===== src/rtl/decrypt_pkg.sv =====
// Shared types and constants for the decrypt sequencer: FSM state encoding,
// the six LFSR tap masks, the default plaintext preamble symbol and a debug view.
package decrypt_pkg;

  typedef enum logic [2:0] {
    S_IDLE,
    S_LOAD,
    S_TRAIN,
    S_DETECT,
    S_RUN,
    S_DONE,
    S_ERR
  } state_e;

  localparam int unsigned N_LFSR = 6;

  // Tap masks of LFSRs 0..5, LFSR i in bits [6i+5:6i].
  localparam logic [5:0] TAP_0 = 6'h21;
  localparam logic [5:0] TAP_1 = 6'h2D;
  localparam logic [5:0] TAP_2 = 6'h30;
  localparam logic [5:0] TAP_3 = 6'h33;
  localparam logic [5:0] TAP_4 = 6'h36;
  localparam logic [5:0] TAP_5 = 6'h39;
  localparam logic [35:0] TAPS = {TAP_5, TAP_4, TAP_3, TAP_2, TAP_1, TAP_0};

  localparam logic [5:0] PAD_DEFAULT = 6'h1F;

  typedef struct packed {
    state_e     state;
    logic [5:0] match;
    logic       one_hot;
  } dbg_t;

endpackage


===== src/rtl/decrypt_seq_match_enc.sv =====
// Reduces the six per-LFSR match flags to an index (highest set bit wins)
// and a flag telling whether exactly one LFSR matched.
module match_enc
  import decrypt_pkg::*;
(
  input  logic [N_LFSR-1:0] match_i,
  output logic [2:0]        idx_o,
  output logic              one_hot_o
);

  always_comb begin
    idx_o = 3'd0;
    for (int i = 0; i < int'(N_LFSR); i++) begin
      if (match_i[i]) idx_o = 3'(i);
    end
  end

  // Non-zero with no second bit set: clearing the lowest set bit leaves zero.
  assign one_hot_o = (match_i != '0) && ((match_i & (match_i - 1'b1)) == '0);

endmodule


===== src/rtl/decrypt_seq.sv =====
// Stream-cipher decrypt sequencer: seeds six external LFSRs from the encrypted
// preamble, identifies the generating LFSR, then decrypts the payload into memory.
// Optional DECRYPT_ERR_EN: zero or multiple LFSR matches end the pass in ERR.
module decrypt_seq
  import decrypt_pkg::*;
#(
  parameter int unsigned RD_BASE  = 64,
  parameter int unsigned WR_BASE  = 0,
  parameter int unsigned MSG_LEN  = 64,
  parameter int unsigned PREAMBLE = 7,
  parameter logic [5:0]  PAD      = PAD_DEFAULT
) (
  input  logic        clk,
  input  logic        rst_n,
  input  logic        start,
  output logic        busy,
  output logic        done,
  output logic        err,
  output logic [2:0]  tap_sel,
  output logic [7:0]  raddr,
  input  logic [7:0]  data_out,
  output logic [7:0]  waddr,
  output logic        wr_en,
  output logic [7:0]  data_in,
  output logic        lfsr_load,
  output logic        lfsr_en,
  output logic [5:0]  lfsr_start,
  input  logic [35:0] lfsr_state,
  output dbg_t        dbg_o
);

  localparam logic [7:0] RD_BASE_B  = 8'(RD_BASE);
  localparam logic [7:0] WR_BASE_B  = 8'(WR_BASE);
  localparam logic [7:0] DET_ADDR   = 8'(RD_BASE + PREAMBLE - 1);
  localparam logic [7:0] RUN_ADDR0  = 8'(RD_BASE + PREAMBLE);
  localparam logic [7:0] TRAIN_LAST = 8'(PREAMBLE - 2);
  localparam logic [7:0] RUN_LAST   = 8'(MSG_LEN - PREAMBLE - 1);

  state_e      state_q, state_d;
  logic [7:0]  cnt_q, cnt_d;
  logic [5:0]  match_q, match_d;
  logic        one_hot_q, one_hot_d;
  logic [2:0]  tap_sel_q, tap_sel_d;
  logic [7:0]  raddr_q, waddr_q, data_in_q;
  logic [5:0]  key;
  logic [5:0]  match_now;
  logic [2:0]  enc_idx;
  logic        enc_one_hot;
  logic [5:0]  sel_state;

  // Memory data XOR PAD is the keystream symbol of the byte being read.
  assign key        = data_out[5:0] ^ PAD;
  assign lfsr_start = key;

  always_comb begin
    for (int i = 0; i < int'(N_LFSR); i++) begin
      match_now[i] = (lfsr_state[6*i +: 6] == key);
    end
  end

  match_enc u_match_enc (
    .match_i   (match_now),
    .idx_o     (enc_idx),
    .one_hot_o (enc_one_hot)
  );

  always_comb begin
    case (tap_sel_q)
      3'd1:    sel_state = lfsr_state[11:6];
      3'd2:    sel_state = lfsr_state[17:12];
      3'd3:    sel_state = lfsr_state[23:18];
      3'd4:    sel_state = lfsr_state[29:24];
      3'd5:    sel_state = lfsr_state[35:30];
      default: sel_state = lfsr_state[5:0];
    endcase
  end

  // start is a one-cycle request honoured only in IDLE, DONE or ERR; pulses
  // arriving while busy are dropped. Idle states hold the last bus values.
  always_comb begin
    state_d   = state_q;
    cnt_d     = cnt_q;
    match_d   = match_q;
    one_hot_d = one_hot_q;
    tap_sel_d = tap_sel_q;
    raddr     = raddr_q;
    waddr     = waddr_q;
    data_in   = data_in_q;
    wr_en     = 1'b0;
    lfsr_load = 1'b0;
    lfsr_en   = 1'b0;
    case (state_q)
      S_IDLE: begin
        if (start) state_d = S_LOAD;
      end
      S_LOAD: begin
        raddr     = RD_BASE_B;
        lfsr_load = 1'b1;
        cnt_d     = 8'd0;
        state_d   = S_TRAIN;
      end
      S_TRAIN: begin
        raddr   = RD_BASE_B + cnt_q;
        lfsr_en = 1'b1;
        if (cnt_q == TRAIN_LAST) begin
          cnt_d   = 8'd0;
          state_d = S_DETECT;
        end else begin
          cnt_d = cnt_q + 8'd1;
        end
      end
      S_DETECT: begin
        raddr     = DET_ADDR;
        lfsr_en   = 1'b1;
        match_d   = match_now;
        one_hot_d = enc_one_hot;
        tap_sel_d = enc_idx;
`ifdef DECRYPT_ERR_EN
        state_d   = enc_one_hot ? S_RUN : S_ERR;
`else
        state_d   = S_RUN;
`endif
      end
      S_RUN: begin
        raddr   = RUN_ADDR0 + cnt_q;
        waddr   = WR_BASE_B + cnt_q;
        wr_en   = 1'b1;
        lfsr_en = 1'b1;
        data_in = data_out ^ {2'b00, sel_state};
        if (cnt_q == RUN_LAST) begin
          cnt_d   = 8'd0;
          state_d = S_DONE;
        end else begin
          cnt_d = cnt_q + 8'd1;
        end
      end
      S_DONE, S_ERR: begin
        if (start) state_d = S_LOAD;
      end
      default: state_d = S_IDLE;
    endcase
  end

  always_ff @(posedge clk or negedge rst_n) begin
    if (!rst_n) begin
      state_q   <= S_IDLE;
      cnt_q     <= 8'd0;
      match_q   <= 6'd0;
      one_hot_q <= 1'b0;
      tap_sel_q <= 3'd0;
      raddr_q   <= 8'd0;
      waddr_q   <= 8'd0;
      data_in_q <= 8'd0;
    end else begin
      state_q   <= state_d;
      cnt_q     <= cnt_d;
      match_q   <= match_d;
      one_hot_q <= one_hot_d;
      tap_sel_q <= tap_sel_d;
      raddr_q   <= raddr;
      waddr_q   <= waddr;
      data_in_q <= data_in;
    end
  end

  assign busy    = (state_q == S_LOAD) || (state_q == S_TRAIN) ||
                   (state_q == S_DETECT) || (state_q == S_RUN);
  assign done    = (state_q == S_DONE);
  assign tap_sel = tap_sel_q;
`ifdef DECRYPT_ERR_EN
  assign err     = (state_q == S_ERR);
`else
  assign err     = 1'b0;
`endif

  assign dbg_o = '{state: state_q, match: match_q, one_hot: one_hot_q};

endmodule


===== config.mk =====
export PLATFORM = sky130hd
export DESIGN_NAME = decrypt_seq
export DESIGN_NICKNAME = d
export VERILOG_FILES = /design/src/rtl/decrypt_pkg.sv /design/src/rtl/decrypt_seq_match_enc.sv /design/src/rtl/decrypt_seq.sv
export SDC_FILE = /design/constraint.sdc
export NUM_CORES = 1
export LEC_CHECK = 0
export CAP_MARGIN = 40
export CORE_MARGIN = 5
export CORE_UTILIZATION = 55
export DETAILED_ROUTE_END_ITERATION = 7
export DONT_BUFFER_PORTS = 1
export HOLD_SLACK_MARGIN = 0.03
export PLACE_DENSITY = 0.73
export SETUP_SLACK_MARGIN = 0.3
export SLEW_MARGIN = 10
export SYNTH_ARGS = -nofsm -noshare
export SYNTH_HDL_FRONTEND = slang
export SYNTH_SLANG_ARGS = --single-unit

===== constraint.sdc =====
create_clock -name clk -period 2.2 [get_ports clk]
set_clock_uncertainty 0.05 [all_clocks]
set_input_delay 0.33 -clock clk [delete_from_list [all_inputs] [get_ports clk]]
set_output_delay 0.33 -clock clk [all_outputs]
set_load 0.1 [all_outputs]

# Yosys cells after proc, flatten, opt, wreduce, memory -nomap -nowiden
# Cells that the tools add are included.
[classes]
add_sub_neg = 4
multipliers = 0
div = 0
order_cmp = 0
n_eq_ne = 22
shifts = 0
muxes = 19
bitwise = 3
reduce_logical = 11
[ops]
columns = ["op", "n"]
rows = [
  ["$eq A6 B6 Y1", 6],
  ["$mux W8", 4],
  ["$pmux W8 S4", 1],
  ["$pmux W6 S5", 1],
  ["$pmux W8 S3", 1],
  ["$add A7 B8 Y8 const A", 2],
  ["$eq A3 B3 Y1 const B", 5],
  ["$mux W3", 5],
  ["$pmux W3 S5", 1],
  ["$eq A3 B2 Y1 const B", 4],
  ["$add A8 B1 Y8 const B", 1],
  ["$eq A8 B3 Y1 const B", 1],
  ["$eq A8 B6 Y1 const B", 1],
  ["$xor A8 B6 Y8", 1],
  ["$and A6 B6 Y6", 1],
  ["$eq A3 B1 Y1 const B", 2],
  ["$logic_not A6 Y1", 1],
  ["$reduce_bool A6 Y1", 1],
  ["$reduce_or A3 Y1", 2],
  ["$sub A6 B1 Y6 const B", 1],
  ["$not A5 Y5", 1],
  ["$mux W1", 4],
  ["$mux W2", 2],
  ["$ne A2 B2 Y1 const B", 2],
  ["other kinds (6)", 8],
]
[word_totals]
reg_bits = 45
latch_bits = 0
ramBits = 0
romBits = 0
inputBits = 47
output_inout_bits = 49
word_cells = 67
n_memories = 0

# Logic depth before layout (Yosys ltp)
# Gate-level depths: netlist (run 1).
[depth]
depth_word = 7
mapped_depth = 10
ltp_nobuf = 8

# By module
# Synthesis (run 1) repeated with hierarchy kept, for this count alone.
[unflattened]
cells_unflattened = 365
area_unflattened_um2 = 3173.0
[modules_own_cells]
columns = ["mod", "instances", "cells_per_inst", "area_each_um2"]
rows = [
  ["decrypt_seq", 1, 348, 3076.7],
  ["match_enc", 1, 17, 96.3],
]

# Worst setup path after synthesis (run 1)
# Ideal clock, no wire load.
[synth_path]
kind = "reg-to-reg"
startpoint = "register tap_sel_q[0], in the netlist tap_sel[0]"
endpoint = "register data_in_q[1]"
setup_time_ps = 353
t_arrival_ps = 4096
path_slack_ps = -2299
path_stages_with_launch = 8
n_path_buf = 0
path_cell_list = "dfrtp_1 -> inv_2 -> a221o_1 -> a21oi_1 -> o31ai_1 -> a21oi_1 -> xnor2_1 -> o21ai_0"
[synth_between]
elab_chain_cells = 4
[synth_rtl]
columns = ["item", "line", "text"]
rows = [
  ["start, declared", "decrypt_seq.sv:43", "logic [2:0] tap_sel_q, tap_sel_d;"],
  ["start signal, assigned", "decrypt_seq.sv:159", "tap_sel_q <= tap_sel_d;"],
  ["$eq A3 B3 Y1 (tied with other cells)", "decrypt_seq.sv:68", "case (tap_sel_q)"],
  ["$pmux W6 S5 (*)", "decrypt_seq.sv:68", ""],
  ["$xor A8 B6 Y8 (*)", "decrypt_seq.sv:129", "data_in = data_out ^ {2'b00, sel_state};"],
  ["$mux W8 (*)", "decrypt_seq.sv:92", "case (state_q)"],
  ["named net data_in[1]", "decrypt_seq.sv:24", "output logic [7:0] data_in,"],
  ["end signal, assigned", "decrypt_seq.sv:162", "data_in_q <= data_in;"],
  ["end, declared", "decrypt_seq.sv:44", "logic [7:0] raddr_q, waddr_q, data_in_q;"],
]
# The timed path passes the listed nets; every way through them passes the cells marked *.
# A chain may end at the register's enable or synchronous reset.

# Worst setup path after layout (run 1)
[layout_path]
startpoint = "register tap_sel_q[1], in the netlist tap_sel[1]"
endpoint = "output data_in[3]"
[layout_between]
elab_chain_cells = 4
[layout_rtl]
columns = ["item", "line"]
rows = [
  ["$eq A3 B3 Y1 (tied with other cells)", "decrypt_seq.sv:68"],
  ["$pmux W6 S5 (*)", "decrypt_seq.sv:68"],
  ["$xor A8 B6 Y8 (*)", "decrypt_seq.sv:129"],
  ["$mux W8 (*)", "decrypt_seq.sv:92"],
  ["end, declared", "decrypt_seq.sv:24"],
]
# Every way passes the cells marked *; elsewhere a longest branch is shown, timed or not.

==> flow_summary.toml, run 1 <==
[status]
outcome = "complete, but fails checks"
violations = "setup timing"

[sta]
fin_setup_tns_ns = -5.51
tightest_slew_ns = 0.908
period_share_pct = 119
rsz0062_at_grt = "yes"
hold_ws_ns = 0.211
hold_viol_final = 0
fin_ws_ns = -0.416
slew_violations = 0
setup_viol = 27
clock.fmax_mhz = 382
max_slew_margin_pct = 39.5
period_needed_ns = 2.62

[power]
vdd.ir_drop.worst_mv = 0.614
p_int_mw = 1.23
switchingPower_mw = 0.646
p_per_area_nw_per_um2 = 337
total_power_mw = 1.88
pwr-share-seq_pct = 45.3
swShare_pct = 34.4
power_frac_clock_pct = 29.9
p_leak_nw = 2.29
power_frac_comb_pct = 24.8

[worst_hold_path]
min_path_type = "in2reg"
hold_depth = 2
hold_path_startpoint = "start"
hold_path_end = "state_q[1]$_DFFE_PN0P_"

[yosys]
yosysWarningCount = 0
synth-seq-cells = 45
syn_area_um2 = 3260
synth_cell_types = 60
yosysSeqAreaShare_pct = 34.5
syn_area_per_cell_um2 = 8.45
yosys_most_used_dff = "dfrtp_1"
synthArstFlopShare_pct = 100
synth_edf_count = 0
postSynthCellCount = 386
syn_nets = 438

[grt]
grt_pass1_vias = 3748
globalRouteTotalUtil_pct = 34.3
grt_antenna_before_repair = 1
grt-ovfl-total = 0
grt_start_max_net_pins = 46
grt_pass1_wl_um = 19700

[final_layout]
seqCellArea_um2 = 1150
syn2layout_area_growth_pct = 70.4
drive_gt1_share_pct = 55.5
multiInputGateArea_um2 = 2790
antenna_cells = 0
fillCellCount = 139
nNetsFinal = 532

[routing]
drtPass1Iterations = 6
drc = 0
wl_um = 16900
drt_iter0_markers = 528
antenna_left = 0
viasPerCell = 7.17
detail_route.wl_per_cell_um = 30.4
num_vias = 3987

[critical_path]
reg2reg_depth = 9
timing.rr.end = "cnt_q[4]$_DFFE_PN0P_"
r2r_start = "cnt_q[2]$_DFFE_PN0P_"
setup.worst_path.class = "reg2out"
crit_fanout = 8
reg2reg_slack_ns = -0.07
worstPathArrival_ns = 2.24
critical_path_required_ns = 1.82
crit_path_start_kind = "flip-flop"
cp-end-kind = "output port"

[floorplan]
coreArea_um2 = 5850
rows = 28
die_y_um = 87.0
die_w_um = 87.0
die_area_um2 = 7570
pin_count = 96
start_util_pct = 55.8

[clock_network]
numCtsBuffers = 5
clock_path_buffers = 2
cts.clk_slew.worst_paths_ns = 0.10
htree_levels = 2
ctsRootBufferMaster = "clkbuf_8"
tritoncts = "yes"
clock-sinks = 45
clk_latency_ns = 0.32

[place]
gp_congestion = 0.875
place_hpwl_um = 7340
io_buffers = 0

[job]
maxCapViolCount = 0
-- power groups by stage --
stage	clock network, mW	registers, mW	logic [mW]
5_1_grt	0.599	0.852	0.479
3_5_place_dp	0	0.869	0.380
4_1_cts	0.538	0.850	0.432
2_1_floorplan	0	0.873	0.330
3_3_place_gp	0	0.869	0.375
6_report	0.561	0.851	0.465
-- cells in the mapped netlist (5+ instances only) --
| cell type | number | share of area (%) |
|---|---|---|
| nand2_1 | 64 | 7.4 |
| dfrtp_1 | 45 | 35 |
| o21ai_0 | 40 | 6.1 |
| xnor2_1 | 29 | 7.8 |
| a21oi_1 | 21 | 3.2 |
| inv_1 | 19 | 2.2 |
| nor2_1 | 19 | 2.2 |
| xor2_1 | 15 | 4.0 |
| buf_2 | 9 | 1.4 |
| clkbuf_1 | 9 | 1.0 |
| nand3_1 | 9 | 1.4 |
| mux2i_1 | 8 | 2.5 |
| o22ai_1 | 7 | 1.3 |
| buf_4 | 5 | 1.2 |
| buf_6 | 5 | 1.7 |
| ha_1 | 5 | 1.9 |
-- per-stage QoR --
step,setup slack (ns),util [%],instances,cell area [um2]
detailed placement,0.0180,73.9,496,4320
finish,-0.416,95.1,556,5560
CTS,-0.271,88.5,541,5180
global placement,0.0274,73.9,496,4320
global route,-0.461,95.1,556,5560
floorplan,-0.311,-,386,3840
-- routing by layer --
metal	wire length, um	global-route usage (%)	part of all wire (%)
met1	5230	37.2	31
met2	8050	60.0	48
met3	1880	7.85	11
met4	1700	21.4	10
met5	13	0	0.077
-- cell families after synthesis --
family / Yosys count / share of synthesized area (%)
AO/OA/AOI/OAI: 101 / 19.1
XOR/XNOR: 45 / 12.3
adder cells (fa/ha/maj): 6 / 2.22
buffers and inverters: 52 / 8.97
flip-flops: 45 / 34.5
multiplexers: 10 / 3.49
other: 1 / 0.115
AND/OR/NAND/NOR: 126 / 19.2
-- worst max path at each step --
| stage | to | start | slack [ns] | cells past startpoint |
|---|---|---|---|---|
| detailed placement | data_in[5] | tap_sel[0]$_DFFE_PN0P_ | 0.02 | 6 |
| global placement | data_in[5] | tap_sel[0]$_DFFE_PN0P_ | 0.03 | 6 |
| finish | data_in[3] | tap_sel[1]$_DFFE_PN0P_ | -0.42 | 8 |
| CTS | data_in[1] | tap_sel[0]$_DFFE_PN0P_ | -0.27 | 9 |
| floorplan | data_in[6] | state_q[1]$_DFFE_PN0P_ | -0.31 | 7 |
| global route | raddr[6] | cnt_q[2]$_DFFE_PN0P_ | -0.46 | 7 |
-- critical path, stage by stage (launching register included) --
cell	delay, ns
dfrtp_4	0.48
buf_6	0.15
buf_4	0.22
mux2i_1	0.32
nor2_1	0.10
o22ai_2	0.17
xnor2_2	0.12
o21ai_4	0.15
buf_12	0.19
-- flip-flops by register name, summed over array words and instances, names as in the netlist --
| name | count |
|---|---|
| raddr_q | 8 |
| match_q | 6 |
| state_q | 3 |
| data_in_q | 8 |
| one_hot_q | 1 |
| waddr_q | 8 |
| tap_sel | 3 |
| cnt_q | 8 |
-- layout by cell type (no fill, tap or decap), types with 8 or more instances in the layout --
master	instances
xnor2_1	23
a21oi_1	8
nand2_8	13
dfrtp_1	39
xor2_1	14
nand2_1	38
o21ai_0	13
o21ai_2	8
nor2_1	11
nand2_2	10
buf_6	28
o21ai_4	12
o21ai_1	8
buf_4	64
a21oi_2	10
buf_12	20
inv_1	14
-- layout make-up --
cell class,count,area share (%)
Multi-Input combinational cell,289,50.1
Tap cell,75,1.69
Timing Repair Buffer,119,24.1
Inverter,20,1.93
Sequential cell,45,20.7
Clock buffer,6,1.30
Clock inverter,2,0.270
-- timing repair --
action,CTS,global route
hold endpoints to repair,45,0
pin swaps,53,26
gates cloned,2,0
setup endpoints to repair,43,51
hold buffers,2,0
gates resized for setup,104,54
buffers inserted,33,14
Power figures use the tool's default switching activity.
==> run 2, diff against run 1 <==
--- a/config.mk
+++ b/config.mk
@@ -11,7 +11,7 @@
 export DETAILED_ROUTE_END_ITERATION = 7
 export DONT_BUFFER_PORTS = 1
 export HOLD_SLACK_MARGIN = 0.03
-export PLACE_DENSITY = 0.73
+export PLACE_DENSITY = 0.76
 export SETUP_SLACK_MARGIN = 0.3
 export SLEW_MARGIN = 10
 export SYNTH_ARGS = -nofsm -noshare
==> constraint.sdc (replaced) <==
create_clock -name clk -period 2.25 [get_ports clk]
set_clock_uncertainty 0.05 [all_clocks]
set_input_delay 0.3375 -clock clk [delete_from_list [all_inputs] [get_ports clk]]
set_output_delay 0.3375 -clock clk [all_outputs]
set_load 0.1 [all_outputs]
==> run 2 against run 1 <==
Effect of this change: critical path depth down 2; wire length down 13%; sequential cell count unchanged; the run still ends with setup timing left; largest power group unchanged.
==> flow_summary.toml, run 2 (same netlist as run 1, synthesis figures left out) <==
[final_layout]
fin_area_um2 = 5380
final_common_cell = "buf_4"
syn2layout_area_growth_pct = 64.8
nNetsFinal = 523
most-common-layout-cells = "buf_4, nand2_1, dfrtp_1"
drive_gt1_share_pct = 52.8

[worst_hold_path]
min_path_type = "in2reg"

[clock_network]
ctsRootBufferMaster = "clkbuf_8"
clock-sinks = 45
cts.clk_slew.worst_paths_ns = 0.09
htree_levels = 2
tritoncts = "yes"
clock_path_buffers = 2
clk_latency_ns = 0.31
numCtsBuffers = 5

[critical_path]
crit_chain = "a21o_1 > nand2_1 > nand3_2 > o22ai_4 > xor2_2 > o21ai_4"
setup.worst_path.class = "reg2out"
slowest_stage = "o21ai_4"
cp-end-kind = "output port"
worstPathArrival_ns = 2.20
r2r_start = "cnt_q[0]$_DFFE_PN0P_"
crit_fanout = 6
cp-endpoint = "data_in[5]"
crit_path_start_kind = "flip-flop"
slowest_delay_ns = 0.59
critical_path_required_ns = 1.86
reg2reg_depth = 10
reg2reg_slack_ns = 0.11
timing.rr.end = "cnt_q[6]$_DFFE_PN0P_"
startpoint = "tap_sel[0]$_DFFE_PN0P_"

[floorplan]
die_area_um2 = 7570
pin_count = 96
coreArea_um2 = 5850
die_w_um = 87.0
rows = 28
start_util_pct = 55.8
die_y_um = 87.0

[routing]
num_vias = 3707
wl_met3_um = 1570
antenna_left = 0
wl_met1_um = 4980
drc = 0
detail_route.wl_per_cell_um = 26.7
dr_wl_met2_um = 7190
drtPass1Iterations = 5
viasPerCell = 6.76
drt_iter0_markers = 440
topRoutingLayerUsed = "met4"
wl_um = 14700

[sta]
hold_viol_final = 0
tightest_slew_ns = 0.869
period_share_pct = 115
setup_viol = 23
fin_ws_ns = -0.334
clock.fmax_mhz = 387
rsz0062_at_grt = "yes"
period_needed_ns = 2.58
max_slew_margin_pct = 42.1
slew_violations = 0

[power]
p_leak_nw = 2.25
total_power_mw = 1.91
power_frac_comb_pct = 22.4
p_per_area_nw_per_um2 = 356
p_int_mw = 1.31
pwr-share-seq_pct = 43.6
swShare_pct = 31.5
vdd.ir_drop.worst_mv = 0.446
switchingPower_mw = 0.603
power_frac_clock_pct = 34.0

[grt]
grt_start_max_net_pins = 46
grt_pass1_vias = 3625
grt_pass1_wl_um = 18800
grt-ovfl-total = 0
globalRouteTotalUtil_pct = 32.2
grt_antenna_before_repair = 0

[status]
violations = "setup timing"
outcome = "complete, but fails checks"

[place]
dpl_worst_slack_ns = 0.0473
io_buffers = 0
place_hpwl_um = 7160
gp_congestion = 0.911
dpl-instance-area_um2 = 4240

[job]
maxCapViolCount = 0
## run 2: cell types whose count changed in the layout (fill, tap and decap cells not counted), moves of 3 or more
cell | before | now
nand2_4 | 3 | 11
nand2_8 | 13 | 6
buf_4 | 64 | 58
o22ai_2 | 5 | 1
nand2_2 | 10 | 7
nor2_1 | 11 | 8
nor2_4 | 4 | 7
o21ai_2 | 8 | 5
o22ai_4 | 2 | 5
## run 2: repair_timing
| action | in CTS | in global routing |
|---|---|---|
| pin swaps | 40 | 26 |
| hold endpoints to repair | 45 | 0 |
| hold buffers | 2 | 0 |
| buffers inserted | 33 | 12 |
| gates resized for setup | 77 | 64 |
| endpoints found under the setup margin | 36 | 39 |
| gates cloned | 1 | 0 |
## run 2: worst max-delay path, delay by kind of cell (launching register included)
kind | cells | cell delay [ns]
and+or+nand+nor | 2 | 0.24
AOI/OAI and AO/OA | 3 | 0.98
DFF | 1 | 0.55
xor gates and xnor gates | 1 | 0.11
## run 2: how the worst min path moves through the flow
stage               cells after the start                      to         from
floorplan                               0    cnt_q[0]$_DFFE_PN0P_        rst_n
global placement                        0    waddr_q[2]$_DFF_PN0_        rst_n
detailed placement                      0    waddr_q[2]$_DFF_PN0_        rst_n
CTS                                     2  state_q[1]$_DFFE_PN0P_        start
global route                            2  data_in_q[7]$_DFF_PN0_  data_out[7]
finish                                  2  state_q[2]$_DFFE_PN0P_        start
## run 2: routing by layer
layer	GRT usage [%]	up-vias
li1	-	1505
met1	36.2	1749
met2	55.7	350
met3	9.37	103
met4	15.4	0
met5	0	-
## run 2: final cells by class
class,count,area (um2)
clock inverter,3,46.3
antenna,1,2.50
fill,194,474
tap,75,93.8
multi-input combinational,289,2700
clock buffer,5,68.8
timing repair inverter,1,6.26
inverter,20,100
timing repair buffer,109,1210
sequential,45,1150
## run 2: power by group through the flow
| stage | combinational (mW) | sequential (mW) | clock [mW] |
|---|---|---|---|
| 4_1_cts | 0.403 | 0.833 | 0.639 |
| 2_1_floorplan | 0.322 | 0.854 | 0 |
| 5_1_grt | 0.446 | 0.835 | 0.685 |
| 3_3_place_gp | 0.363 | 0.850 | 0 |
| 6_report | 0.428 | 0.834 | 0.651 |
| 3_5_place_dp | 0.366 | 0.851 | 0 |
## run 2: stage by stage
step	cells	hold WS, ns	TNS (ns)	util [%]
after floorplan	386	-0.00809	-4.78	-
after global placement	489	-0.00660	0	72.5
after detailed placement	489	-0.00700	0	72.5
after CTS	533	0.202	-1.42	84.5
after global routing	547	0.225	-4.49	91.9
final	548	0.235	-3.45	91.9
